**config.mk**
```make
export PLATFORM = sky130hd
export DESIGN_NAME = uart_rx_cmd_framer
export DESIGN_NICKNAME = d
export VERILOG_FILES = /design/src/rtl/uart_pkg.sv /design/src/rtl/uart_rx_byte.sv /design/src/rtl/uart_rx_cmd_framer.sv
export SDC_FILE = /design/constraint.sdc
export NUM_CORES = 1
export LEC_CHECK = 0
export ABC_AREA = 1
export ABC_CLOCK_PERIOD_IN_PS = 3630
export BUFFER_PORTS_ARGS = -buffer_cell sky130_fd_sc_hd__buf_2
export CELL_PAD_IN_SITES_DETAIL_PLACEMENT = 1
export CELL_PAD_IN_SITES_GLOBAL_PLACEMENT = 1
export CORE_UTILIZATION = 50
export CTS_BUF_LIST = sky130_fd_sc_hd__clkbuf_4
export CTS_CLUSTER_DIAMETER = 100
export CTS_CLUSTER_SIZE = 8
export DETAILED_ROUTE_END_ITERATION = 10
export PLACE_DENSITY = 0.95
export SLEW_MARGIN = 40
export SYNTH_ARGS = -nofsm -noshare
export SYNTH_HDL_FRONTEND = slang
export SYNTH_SLANG_ARGS = --single-unit
```
**constraint.sdc**
```tcl
create_clock -name clk -period 3.63 [get_ports clk]
set_input_delay 0.726 -clock clk [delete_from_list [all_inputs] [get_ports clk]]
set_output_delay 0.726 -clock clk [all_outputs]
set_load 0.02 [all_outputs]
```
**src/rtl/uart_pkg.sv**
```systemverilog
// Shared UART link types: command packet layout and opcodes.
// Used by both the receive framer and the response transmitter.
package uart_pkg;

  typedef struct packed {
    logic [7:0] opcode;
    logic [7:0] addr;
    logic [7:0] data;
  } cmd_packet_t;

  localparam logic [7:0] OPC_READ  = 8'h52;
  localparam logic [7:0] OPC_WRITE = 8'h57;

  typedef enum logic [2:0] {
    RX_IDLE,
    RX_START,
    RX_DATA,
    RX_STOP,
    RX_BREAK
  } rx_state_t;

  function automatic logic opc_ok(input logic [7:0] b);
    return (b == OPC_READ) || (b == OPC_WRITE);
  endfunction

endpackage

```
**src/rtl/uart_rx_byte.sv**
```systemverilog
// 8N1 byte receiver: rx synchroniser plus oversampled bit FSM.
// Emits a 1-clk byte_valid on a good stop bit, stop_err otherwise.
module uart_rx_byte
  import uart_pkg::*;
#(
  parameter int OVERSAMPLE = 16
) (
  input  logic       clk,
  input  logic       rst,
  input  logic       baud_tick_16x,
  input  logic       rx,
  output logic [7:0] rx_byte,
  output logic       byte_valid,
  output logic       stop_err
);

  localparam int CW = $clog2(OVERSAMPLE);
  localparam logic [CW-1:0] MID  = CW'(OVERSAMPLE/2 - 1);
  localparam logic [CW-1:0] LAST = CW'(OVERSAMPLE - 1);

  rx_state_t     state;
  logic [CW-1:0] tick_cnt;
  logic [2:0]    bit_idx;
  logic          rx_meta;
  logic          rx_s;

  always_ff @(posedge clk or negedge rst) begin
    if (!rst) begin
      rx_meta <= 1'b1;
      rx_s    <= 1'b1;
    end else begin
      rx_meta <= rx;
      rx_s    <= rx_meta;
    end
  end

  always_ff @(posedge clk or negedge rst) begin
    if (!rst) begin
      state      <= RX_IDLE;
      tick_cnt   <= '0;
      bit_idx    <= '0;
      rx_byte    <= '0;
      byte_valid <= 1'b0;
      stop_err   <= 1'b0;
    end else begin
      byte_valid <= 1'b0;
      stop_err   <= 1'b0;
      if (baud_tick_16x) begin
        unique case (state)
          RX_IDLE: begin
            if (!rx_s) begin
              state    <= RX_START;
              tick_cnt <= '0;
            end
          end
          RX_START: begin
            if (tick_cnt == MID) begin
              tick_cnt <= '0;
              bit_idx  <= '0;
              state    <= rx_s ? RX_IDLE : RX_DATA;
            end else begin
              tick_cnt <= tick_cnt + 1'b1;
            end
          end
          RX_DATA: begin
            if (tick_cnt == LAST) begin
              tick_cnt <= '0;
              rx_byte  <= {rx_s, rx_byte[7:1]};
              bit_idx  <= bit_idx + 3'd1;
              if (bit_idx == 3'd7)
                state <= RX_STOP;
            end else begin
              tick_cnt <= tick_cnt + 1'b1;
            end
          end
          RX_STOP: begin
            if (tick_cnt == LAST) begin
              tick_cnt <= '0;
              if (rx_s) begin
                byte_valid <= 1'b1;
                state      <= RX_IDLE;
              end else begin
                stop_err <= 1'b1;
                state    <= RX_BREAK;
              end
            end else begin
              tick_cnt <= tick_cnt + 1'b1;
            end
          end
          RX_BREAK: begin
            if (rx_s)
              state <= RX_IDLE;
          end
          default: state <= RX_IDLE;
        endcase
      end
    end
  end

endmodule

```
**src/rtl/uart_rx_cmd_framer.sv**
```systemverilog
// UART command receiver: assembles {opcode, addr, data} frames
// from received bytes and pushes them into the command FIFO.
module uart_rx_cmd_framer
  import uart_pkg::*;
#(
  parameter int OVERSAMPLE    = 16,
  parameter int TIMEOUT_TICKS = 2048
) (
  input  logic        clk,
  input  logic        rst,
  input  logic        baud_tick_16x,
  input  logic        rx,
  output cmd_packet_t cmd_fifo_wr_data,
  output logic        cmd_fifo_wr_en,
  input  logic        cmd_fifo_full,
  output logic        frame_err,
  output logic        overflow_err
);

  localparam int TW = $clog2(TIMEOUT_TICKS + 1);
  localparam logic [TW-1:0] TO_LAST = TW'(TIMEOUT_TICKS - 1);

  logic [7:0]    rx_byte;
  logic          byte_valid;
  logic          stop_err;
  logic [1:0]    idx;
  logic [7:0]    opc_q;
  logic [7:0]    addr_q;
  logic [TW-1:0] to_cnt;

  uart_rx_byte #(
    .OVERSAMPLE(OVERSAMPLE)
  ) u_rx_byte (
    .clk          (clk),
    .rst          (rst),
    .baud_tick_16x(baud_tick_16x),
    .rx           (rx),
    .rx_byte      (rx_byte),
    .byte_valid   (byte_valid),
    .stop_err     (stop_err)
  );

  always_ff @(posedge clk or negedge rst) begin
    if (!rst) begin
      idx              <= '0;
      opc_q            <= '0;
      addr_q           <= '0;
      to_cnt           <= '0;
      cmd_fifo_wr_data <= '0;
      cmd_fifo_wr_en   <= 1'b0;
      frame_err        <= 1'b0;
      overflow_err     <= 1'b0;
    end else begin
      cmd_fifo_wr_en <= 1'b0;
      frame_err      <= 1'b0;
      overflow_err   <= 1'b0;
      if (stop_err) begin
        frame_err <= 1'b1;
        idx       <= '0;
        to_cnt    <= '0;
      end else if (byte_valid) begin
        to_cnt <= '0;
        unique case (idx)
          2'd0: begin
            if (opc_ok(rx_byte)) begin
              opc_q <= rx_byte;
              idx   <= 2'd1;
            end else begin
              frame_err <= 1'b1;
            end
          end
          2'd1: begin
            addr_q <= rx_byte;
            idx    <= 2'd2;
          end
          default: begin
            idx <= '0;
            if (cmd_fifo_full) begin
              overflow_err <= 1'b1;
            end else begin
              cmd_fifo_wr_en   <= 1'b1;
              cmd_fifo_wr_data <= '{opc_q, addr_q, rx_byte};
            end
          end
        endcase
      end else if (idx == 2'd0) begin
        to_cnt <= '0;
      end else if (baud_tick_16x) begin
        // a stalled partial frame is dropped rather than merged with later bytes
        if (to_cnt == TO_LAST) begin
          frame_err <= 1'b1;
          idx       <= '0;
          to_cnt    <= '0;
        end else begin
          to_cnt <= to_cnt + 1'b1;
        end
      end
    end
  end

endmodule

```
==> reports/qor.log, run 1 <==
INFO  synth          mappedNetlistArea=3512um2
INFO  synth          ys_top_cells_by_area=sky130_fd_sc_hd__dfrtp_1 55%, sky130_fd_sc_hd__nand2_1 14%, sky130_fd_sc_hd__inv_1 5.3%
INFO  cells_and_area finalCoreUtilization=0.5669
INFO  cts            maximum_root_to_sink_buffer_count=2
INFO  global_route   initial_antenna_violation_count=0
INFO  die            dieHeight=85.81um
INFO  pwr            power_leakage=0.002074uW
INFO  critical_path  critical_path_peak_fanout=21
INFO  synth          synth_most_common_cell=sky130_fd_sc_hd__nand2_1
INFO  die            design.core.area=6794um2
INFO  sta            drv_slew=0
INFO  cts            cts.hold.buffers_added=0
INFO  global_route   grt_first_pass_wirelength=14.24mm
INFO  detailed_routing route.detailed.wl_per_inst=14.95um
INFO  detailed_routing totalWireLength=8.103mm
INFO  pwr            total_switching_power=622.5uW
INFO  synth          synthDominantCellAreaShare=0.5486
INFO  detailed_routing detail_route.first_pass.iterations=4
INFO  synth          post_synth_num_cell_types=32
INFO  critical_path  crit_required=3930ps
INFO  cts            post-cts-setup-buffers=0
INFO  critical_path  startpoint_type=flop
INFO  critical_path  worst-endpoint-arrival=2310ps
INFO  synth          syn-num-nets=416
INFO  pwr            combPwrFrac=0.180
INFO  cts            cts-buffers-inserted=9
INFO  detailed_routing detail-route-antenna-nets=0
INFO  synth          synth-seq-cells=79
INFO  cells_and_area post_route_cells_drive_above_1_share=0.1659
INFO  detailed_routing drt_iter0_drc=183
INFO  synth          netlist_instances=407
INFO  sta            timing.final.hold_violations=0
INFO  pwr            power.share.switching=0.3412
INFO  global_route   globalRoute.totalOverflow=0
INFO  cts            cts_tree=built
INFO  cts            clkLatencyLatePin=450ps
INFO  cts            htreeDepth=3
INFO  pwr            ir_worst_vdd=0.2799mV
INFO  sta            fmax=0.4959GHz
INFO  hold_path      worstHoldPathType=input pin to asynchronous set/reset pin
INFO  global_route   grt_util_all_layers=0.2524
INFO  pwr            power.sequential.fraction=0.554
INFO  die            die_x=85.81um
INFO  cts            clock_sinks=79
INFO  global_route   grt_pass1_vias=3022
INFO  cells_and_area syn2layout_area_growth=9.654%
INFO  cts            post_cts_resize_count=0
INFO  synth          synth-seq-area-share=0.5636
INFO  sta            setup_violations=0
INFO  detailed_routing route.detailed.vias_per_inst=5.157
INFO  sta            grt_setup_unrepaired=false
INFO  die            fp.dieArea=7363um2
INFO  synth          synth_area_leader_cell=sky130_fd_sc_hd__dfrtp_1
INFO  die            floorplan.io_pins=32
INFO  placed_design  finalWeightedCongestion=0.7990
INFO  pwr            p_int=1202uW
INFO  pwr            post-layout-total-power=1824uW
INFO  pwr            power_frac_clock=0.266
INFO  sta            finalWorstPathRequiredPeriod=2016ps
INFO  placed_design  numPortBuffers=31
INFO  die            effective_utilization_at_floorplan=0.5169
INFO  synth          synth_flop_cell=sky130_fd_sc_hd__dfrtp_1
INFO  sta            worstMarginPinSlew=722.6ps
INFO  critical_path  cp-end-kind=flop
INFO  flow_run       maxCapViolations=0
INFO  detailed_routing drc_errors=0
INFO  synth          post_synth.cell_area_avg=8.629um2
INFO  synth          synth_commonest_cells=130 x sky130_fd_sc_hd__nand2_1, 77 x sky130_fd_sc_hd__dfrtp_1, 50 x sky130_fd_sc_hd__inv_1
INFO  synth          ys_async_sr_fraction=1.000
INFO  synth          synth-edff-count=0
INFO  cts            ctsRootBufferMaster=sky130_fd_sc_hd__clkbuf_4
INFO  cells_and_area diodes_inserted=0
INFO  die            rows=30
INFO  sta            finalClockSkew=23.28ps
INFO  sta            finalCritPeriodShare=0.5555
INFO  detailed_routing vias=2795
INFO  sta            hold-worst-slack=284.4ps
INFO  pwr            power.density_cell_area=473.7nW/um2
INFO  critical_path  setup.worst_path.class=flop to flop
INFO  cells_and_area nets=450
INFO  placed_design  dp_hpwl=5.636mm
INFO  sta            fin_setup_tns=0ps
INFO  synth          yosys_warnings=0
INFO  cts            worst_setup_hold_path_clk_slew=140ps
INFO  global_route   grt_start_max_net_pins=80
INFO  sta            max_slew_margin=0.5169
INFO  status         run_status=complete, no violations
-- routing by layer --
| layer | global-route usage | vias to the layer above | part of all wire |
|---|---|---|---|
| met1 | 0.3206 | 1392 | 0.44 |
| met4 | 0.1076 | 0 | 0.021 |
| met5 | 0 | - | 0 |
| met3 | 0.03850 | 16 | 0.024 |
| met2 | 0.4320 | 48 | 0.51 |
| li1 | - | 1339 | - |
-- layout make-up --
class / instances / area [um2]
clock buffers: 10 / 75.07
clock inverters: 6 / 45.04
fillers: 845 / 2943
inverters: 54 / 202.7
multi-input cells: 265 / 1260
flip-flops and latches: 79 / 1979
well taps: 96 / 120.1
repair buffers: 32 / 168.9
-- stage by stage --
stage / setup slack [ps] / std cells / cell area [um2]
floorplan: 2222 / 407 / 3512
global placement: 1781 / 526 / 3727
detailed placement: 1715 / 526 / 3731
CTS: 1612 / 542 / 3851
global route: 1455 / 542 / 3851
finish: 1614 / 542 / 3851
-- worst max-delay path, stage by stage, from the launching register on --
cell and delay, ps:
sky130_fd_sc_hd__dfrtp_1 400, sky130_fd_sc_hd__ha_1 190, sky130_fd_sc_hd__nand2_1 100, sky130_fd_sc_hd__nor2_1 240
sky130_fd_sc_hd__nand3_1 560, sky130_fd_sc_hd__nand2_1 260, sky130_fd_sc_hd__o21ai_1 120
-- cell usage in the layout, fill, tap and decap left out, types with 4 or more instances in the layout --
cell	count
sky130_fd_sc_hd__nand2_1	130
sky130_fd_sc_hd__buf_2	30
sky130_fd_sc_hd__o21ai_1	21
sky130_fd_sc_hd__o21ai_0	18
sky130_fd_sc_hd__inv_1	50
sky130_fd_sc_hd__nor2_1	29
sky130_fd_sc_hd__nand3_1	26
sky130_fd_sc_hd__nand2_2	4
sky130_fd_sc_hd__clkbuf_4	10
sky130_fd_sc_hd__nor2_2	6
sky130_fd_sc_hd__ha_1	4
sky130_fd_sc_hd__inv_2	4
sky130_fd_sc_hd__dfrtp_1	77
sky130_fd_sc_hd__nor3_1	5
-- sequential cells by signal, summed over array words and instances, names as in the netlist --
signal,cells
u_rx_byte.byte_valid,1
addr_q,8
cmd_fifo_wr_en,1
u_rx_byte.bit_idx,3
u_rx_byte.rx_s,1
frame_err,1
to_cnt,12
u_rx_byte.rx_meta,1
u_rx_byte.stop_err,1
overflow_err,1
u_rx_byte.tick_cnt,4
u_rx_byte.rx_byte,8
cmd_fifo_wr_data,24
opc_q,8
idx,2
u_rx_byte.state,3
-- path summary, 6_finish.rpt --
kind                       cells past startpoint                         startpoint                          endpoint  slack (ps)
setup reg to reg                               6  u_rx_byte.tick_cnt[0]$_DFFE_PN0P_  u_rx_byte.rx_byte[4]$_DFFE_PN0P_        1610
hold / removal                                 1                                rst             to_cnt[8]$_DFFE_PN0P_         280
min in group clk                               0        u_rx_byte.rx_meta$_DFF_PN1_          u_rx_byte.rx_s$_DFF_PN1_         370
max in group asynchronous                      1                                rst  cmd_fifo_wr_data[19]$_DFFE_PN0P_        2840
setup / recovery                               6  u_rx_byte.tick_cnt[0]$_DFFE_PN0P_  u_rx_byte.rx_byte[4]$_DFFE_PN0P_        1610
hold reg to reg                                0        u_rx_byte.rx_meta$_DFF_PN1_          u_rx_byte.rx_s$_DFF_PN1_         370
-- cell families after synthesis --
family / after synthesis / share of synthesized area
AOI/OAI and AO/OA: 50 / 0.07874
adders and majority gates: 4 / 0.01425
buffers and inverters: 63 / 0.07766
and+or+nand+nor: 209 / 0.2608
xor gates and xnor gates: 2 / 0.004988
DFF: 79 / 0.5636
-- power groups by stage --
stage / Sequential (uW) / Clock, uW / Combinational, uW
floorplan: 1010 / 0 / 238
global placement: 1020 / 0 / 295
detailed placement: 1030 / 0 / 321
CTS: 1010 / 495 / 330
global route: 1020 / 530 / 378
finish: 1010 / 486 / 328
(Power assumes the default switching activity.)
==> inputs of run 2 (changes only) <==
ABC_CLOCK_PERIOD_IN_PS = 1750   (was 3630)
CORE_UTILIZATION = 42   (was 50)
PLACE_DENSITY = 0.87   (was 0.95)
clock period = 1.75 ns   (was 3.63 ns; I/O delays follow)
==> run 2 against run 1 <==
  * Global-route usage down 5.3 points
  * Wire length shrank 6.6%
  * Sequential power rose by 110%
  * Final cell count is 2.4% higher
  * Clock skew about the same
  * Via count decreased by 1.5%
==> reports/qor.log, run 2 (synthesized netlist as in run 1, its figures left out) <==
INFO  critical_path  cpLargestDelayFamily=simple AND/OR/NAND/NOR gates [unchanged]
INFO  die            floorplan.io_pins=32 [unchanged]
INFO  pwr            power.density_cell_area=1016nW/um2 [was 473.7 nW/um2]
INFO  die            design.core.area=7888um2 [was 6794 um2]
INFO  sta            max_slew_margin=0.6424 [was 0.5169]
INFO  detailed_routing route.detailed.vias_per_inst=4.960 [was 5.157]
INFO  placed_design  dpl_cell_area=3777um2 [was 3731 um2]
INFO  sta            setup_violations=0 [unchanged]
INFO  cts            post_cts_resize_count=0 [unchanged]
INFO  pwr            ir_worst_vdd=0.4512mV [was 0.2799 mV]
INFO  cells_and_area nets=456 [was 450]
INFO  detailed_routing route.detailed.wl_per_inst=13.64um [was 14.95 um]
INFO  cts            cts-buffers-inserted=9 [unchanged]
INFO  sta            worstMarginPinSlew=534.9ps [was 722.6 ps]
INFO  cts            clock_sinks=79 [unchanged]
INFO  cts            clkLatencyLatePin=440ps [was 450 ps]
INFO  global_route   grt_start_max_net_pins=40 [was 80]
INFO  flow_run       maxCapViolations=0 [unchanged]
INFO  die            dieHeight=93.45um [was 85.81 um]
INFO  cells_and_area post-route-cell-area=3968um2 [was 3851 um2]
INFO  pwr            power.sequential.fraction=0.521 [was 0.554]
INFO  detailed_routing vias=2753 [was 2795]
INFO  cells_and_area post_route_cells_drive_above_1_share=0.1726 [was 0.1659]
INFO  critical_path  crit_required=2070ps [was 3930 ps]
INFO  die            die_x=93.45um [was 85.81 um]
INFO  critical_path  critical-path-slowest-cell=sky130_fd_sc_hd__dfrtp_1 [was sky130_fd_sc_hd__nand3_1]
INFO  cts            ctsRootBufferMaster=sky130_fd_sc_hd__clkbuf_4 [unchanged]
INFO  detailed_routing detail_route.first_pass.iterations=4 [unchanged]
INFO  critical_path  timing.critical_path.buf_inv=1 [was 0]
INFO  pwr            power_frac_clock=0.318 [was 0.266]
INFO  critical_path  startpoint_type=flop [unchanged]
INFO  sta            finalCritPeriodShare=0.8938 [was 0.5555]
INFO  critical_path  cp-end-kind=flop [unchanged]
INFO  sta            fmax=0.6393GHz [was 0.4959 GHz]
INFO  global_route   grt_pass1_vias=2898 [was 3022]
INFO  pwr            power_leakage=0.002129uW [was 0.002074 uW]
INFO  cells_and_area final_cell_mix=130 x sky130_fd_sc_hd__nand2_1, 77 x sky130_fd_sc_hd__dfrtp_1, 50 x sky130_fd_sc_hd__inv_1, 30 x sky130_fd_sc_hd__buf_2, 29 x sky130_fd_sc_hd__nor2_1 [unchanged]
INFO  cells_and_area top_regs=cmd_fifo_wr_data (24), to_cnt (12) [unchanged]
INFO  cells_and_area layout_commonest_cell=sky130_fd_sc_hd__nand2_1 [unchanged]
INFO  die            rows=32 [was 30]
INFO  die            effective_utilization_at_floorplan=0.4453 [was 0.5169]
INFO  critical_path  worst-endpoint-arrival=1880ps [was 2310 ps]
INFO  sta            fin_setup_tns=0ps [unchanged]
INFO  cts            maximum_root_to_sink_buffer_count=2 [unchanged]
INFO  pwr            total_switching_power=1238uW [was 622.5 uW]
INFO  cells_and_area syn2layout_area_growth=12.97% [was 9.654%]
INFO  cells_and_area largest_register_ffs=24 [unchanged]
INFO  critical_path  critical_path_cell_by_cell=ha_1 -> nand2_1 -> nor2_1 -> nand3_1 -> buf_4 -> nand3_1 -> o21ai_1 [was ha_1 -> nand2_1 -> nor2_1 -> nand3_1 -> nand2_1 -> o21ai_1]
INFO  critical_path  critical_path_peak_fanout=21 [unchanged]
INFO  placed_design  finalWeightedCongestion=0.8506 [was 0.7990]
INFO  sta            finalWorstPathRequiredPeriod=1564ps [was 2016 ps]
INFO  sta            grt_setup_unrepaired=false [unchanged]
INFO  cts            htreeDepth=3 [unchanged]
INFO  cells_and_area top_register=cmd_fifo_wr_data [unchanged]
INFO  pwr            p_int=2791uW [was 1202 uW]
INFO  global_route   globalRoute.totalOverflow=0 [unchanged]
INFO  critical_path  worstReg2RegStart=u_rx_byte.tick_cnt[0]$_DFFE_PN0P_ [unchanged]
INFO  critical_path  cpMostUsedCell=sky130_fd_sc_hd__nand3_1 [was sky130_fd_sc_hd__nand2_1]
INFO  sta            finalClockSkew=23.52ps [was 23.28 ps]
INFO  detailed_routing detail-route-antenna-nets=0 [unchanged]
INFO  pwr            combPwrFrac=0.161 [was 0.180]
INFO  detailed_routing drt_iter0_drc=142 [was 183]
INFO  global_route   grt_util_all_layers=0.1997 [was 0.2524]
INFO  hold_path      min_from=cmd_fifo_full
INFO  global_route   grt_first_pass_wirelength=13.41mm [was 14.24 mm]
INFO  critical_path  cpPeakStageDelay=390ps [was 560 ps]
INFO  sta            drv_slew=0 [unchanged]
INFO  cts            worst_setup_hold_path_clk_slew=130ps [was 140 ps]
INFO  critical_path  setup.worst_path.class=flop to flop [unchanged]
INFO  placed_design  numPortBuffers=31 [unchanged]
INFO  sta            timing.final.hold_violations=0 [unchanged]
INFO  critical_path  startpoint=u_rx_byte.tick_cnt[0]$_DFFE_PN0P_ [unchanged]
INFO  status         run_status=complete, no violations [unchanged]
INFO  detailed_routing drc_errors=0 [unchanged]
INFO  hold_path      worstHoldPathType=input pin to flop [was input pin to asynchronous set/reset pin]
INFO  die            fp.dieArea=8732um2 [was 7363 um2]
INFO  global_route   initial_antenna_violation_count=1 [was 0]
INFO  cts            cts_tree=built [unchanged]
INFO  placed_design  dp_hpwl=5.487mm [was 5.636 mm]
INFO  detailed_routing totalWireLength=7.570mm [was 8.103 mm]
INFO  pwr            power.share.switching=0.3073 [was 0.3412]
==> run 2: worst min-delay path: cells and delay by family <==
kind	cells	cell delay, ps
buffers and inverters	1	110
AND/OR/NAND/NOR	2	100
==> run 2: cell type report <==
cell class              instances  area (um2)
diodes                          1       2.502
clock buffers                  10       75.07
clock inverters                 6       92.59
fillers                       935        3920
inverters                      54       202.7
multi-input cells             265        1260
flip-flops and latches         79        1979
repair buffers                 38       227.7
well taps                     102       127.6
==> run 2: worst paths after layout <==
check | endpoint | slack (ps) | cells after the start
worst max-delay path | u_rx_byte.bit_idx[0]$_DFFE_PN0P_ | 190 | 7
worst min-delay path | overflow_err$_DFF_PN0_ | 150 | 3
worst max register to register | u_rx_byte.bit_idx[0]$_DFFE_PN0P_ | 190 | 7
worst min register to register | u_rx_byte.rx_s$_DFF_PN1_ | 370 | 0
max in group asynchronous | u_rx_byte.rx_byte[2]$_DFFE_PN0P_ | 700 | 3
min in group asynchronous | addr_q[0]$_DFFE_PN0P_ | 420 | 2
==> run 2: metal layers <==
layer / routed length [um] / global-route usage / up-vias
li1: - / - / 1352
met1: 3569 / 0.2617 / 1361
met3: 181 / 0.04390 / 10
met4: 148 / 0.08462 / 0
met2: 3671 / 0.3199 / 30
met5: 0 / 0 / -
==> run 2: through the flow <==
step / util / hold slack, ps / total power [uW] / worst slack, ps / cells
2_1_floorplan: - / 54.41 / 2588 / 450.2 / 407
3_3_place_gp: 0.4789 / 346.4 / 2747 / 323.6 / 536
3_5_place_dp: 0.4789 / 351.1 / 2780 / 220.6 / 536
4_1_cts: 0.5027 / 129.9 / 4078 / 169.2 / 554
5_1_grt: 0.5030 / 119.9 / 4274 / 4.752 / 555
6_report: 0.5030 / 154.5 / 4029 / 185.9 / 555
==> run 2: power by group through the flow <==
stage                     sequential, uW  clock [uW]  combinational [uW]
after global routing                2120        1390                 763
after detailed placement            2130           0                 648
after CTS                           2100        1320                 659
final                               2100        1280                 650
after floorplan                     2090           0                 494
after global placement              2120           0                 625
==> run 2: timing repair <==
action	CTS	global route
buffers inserted	0	0
endpoints found under the hold margin	35	0
hold buffers	2	0
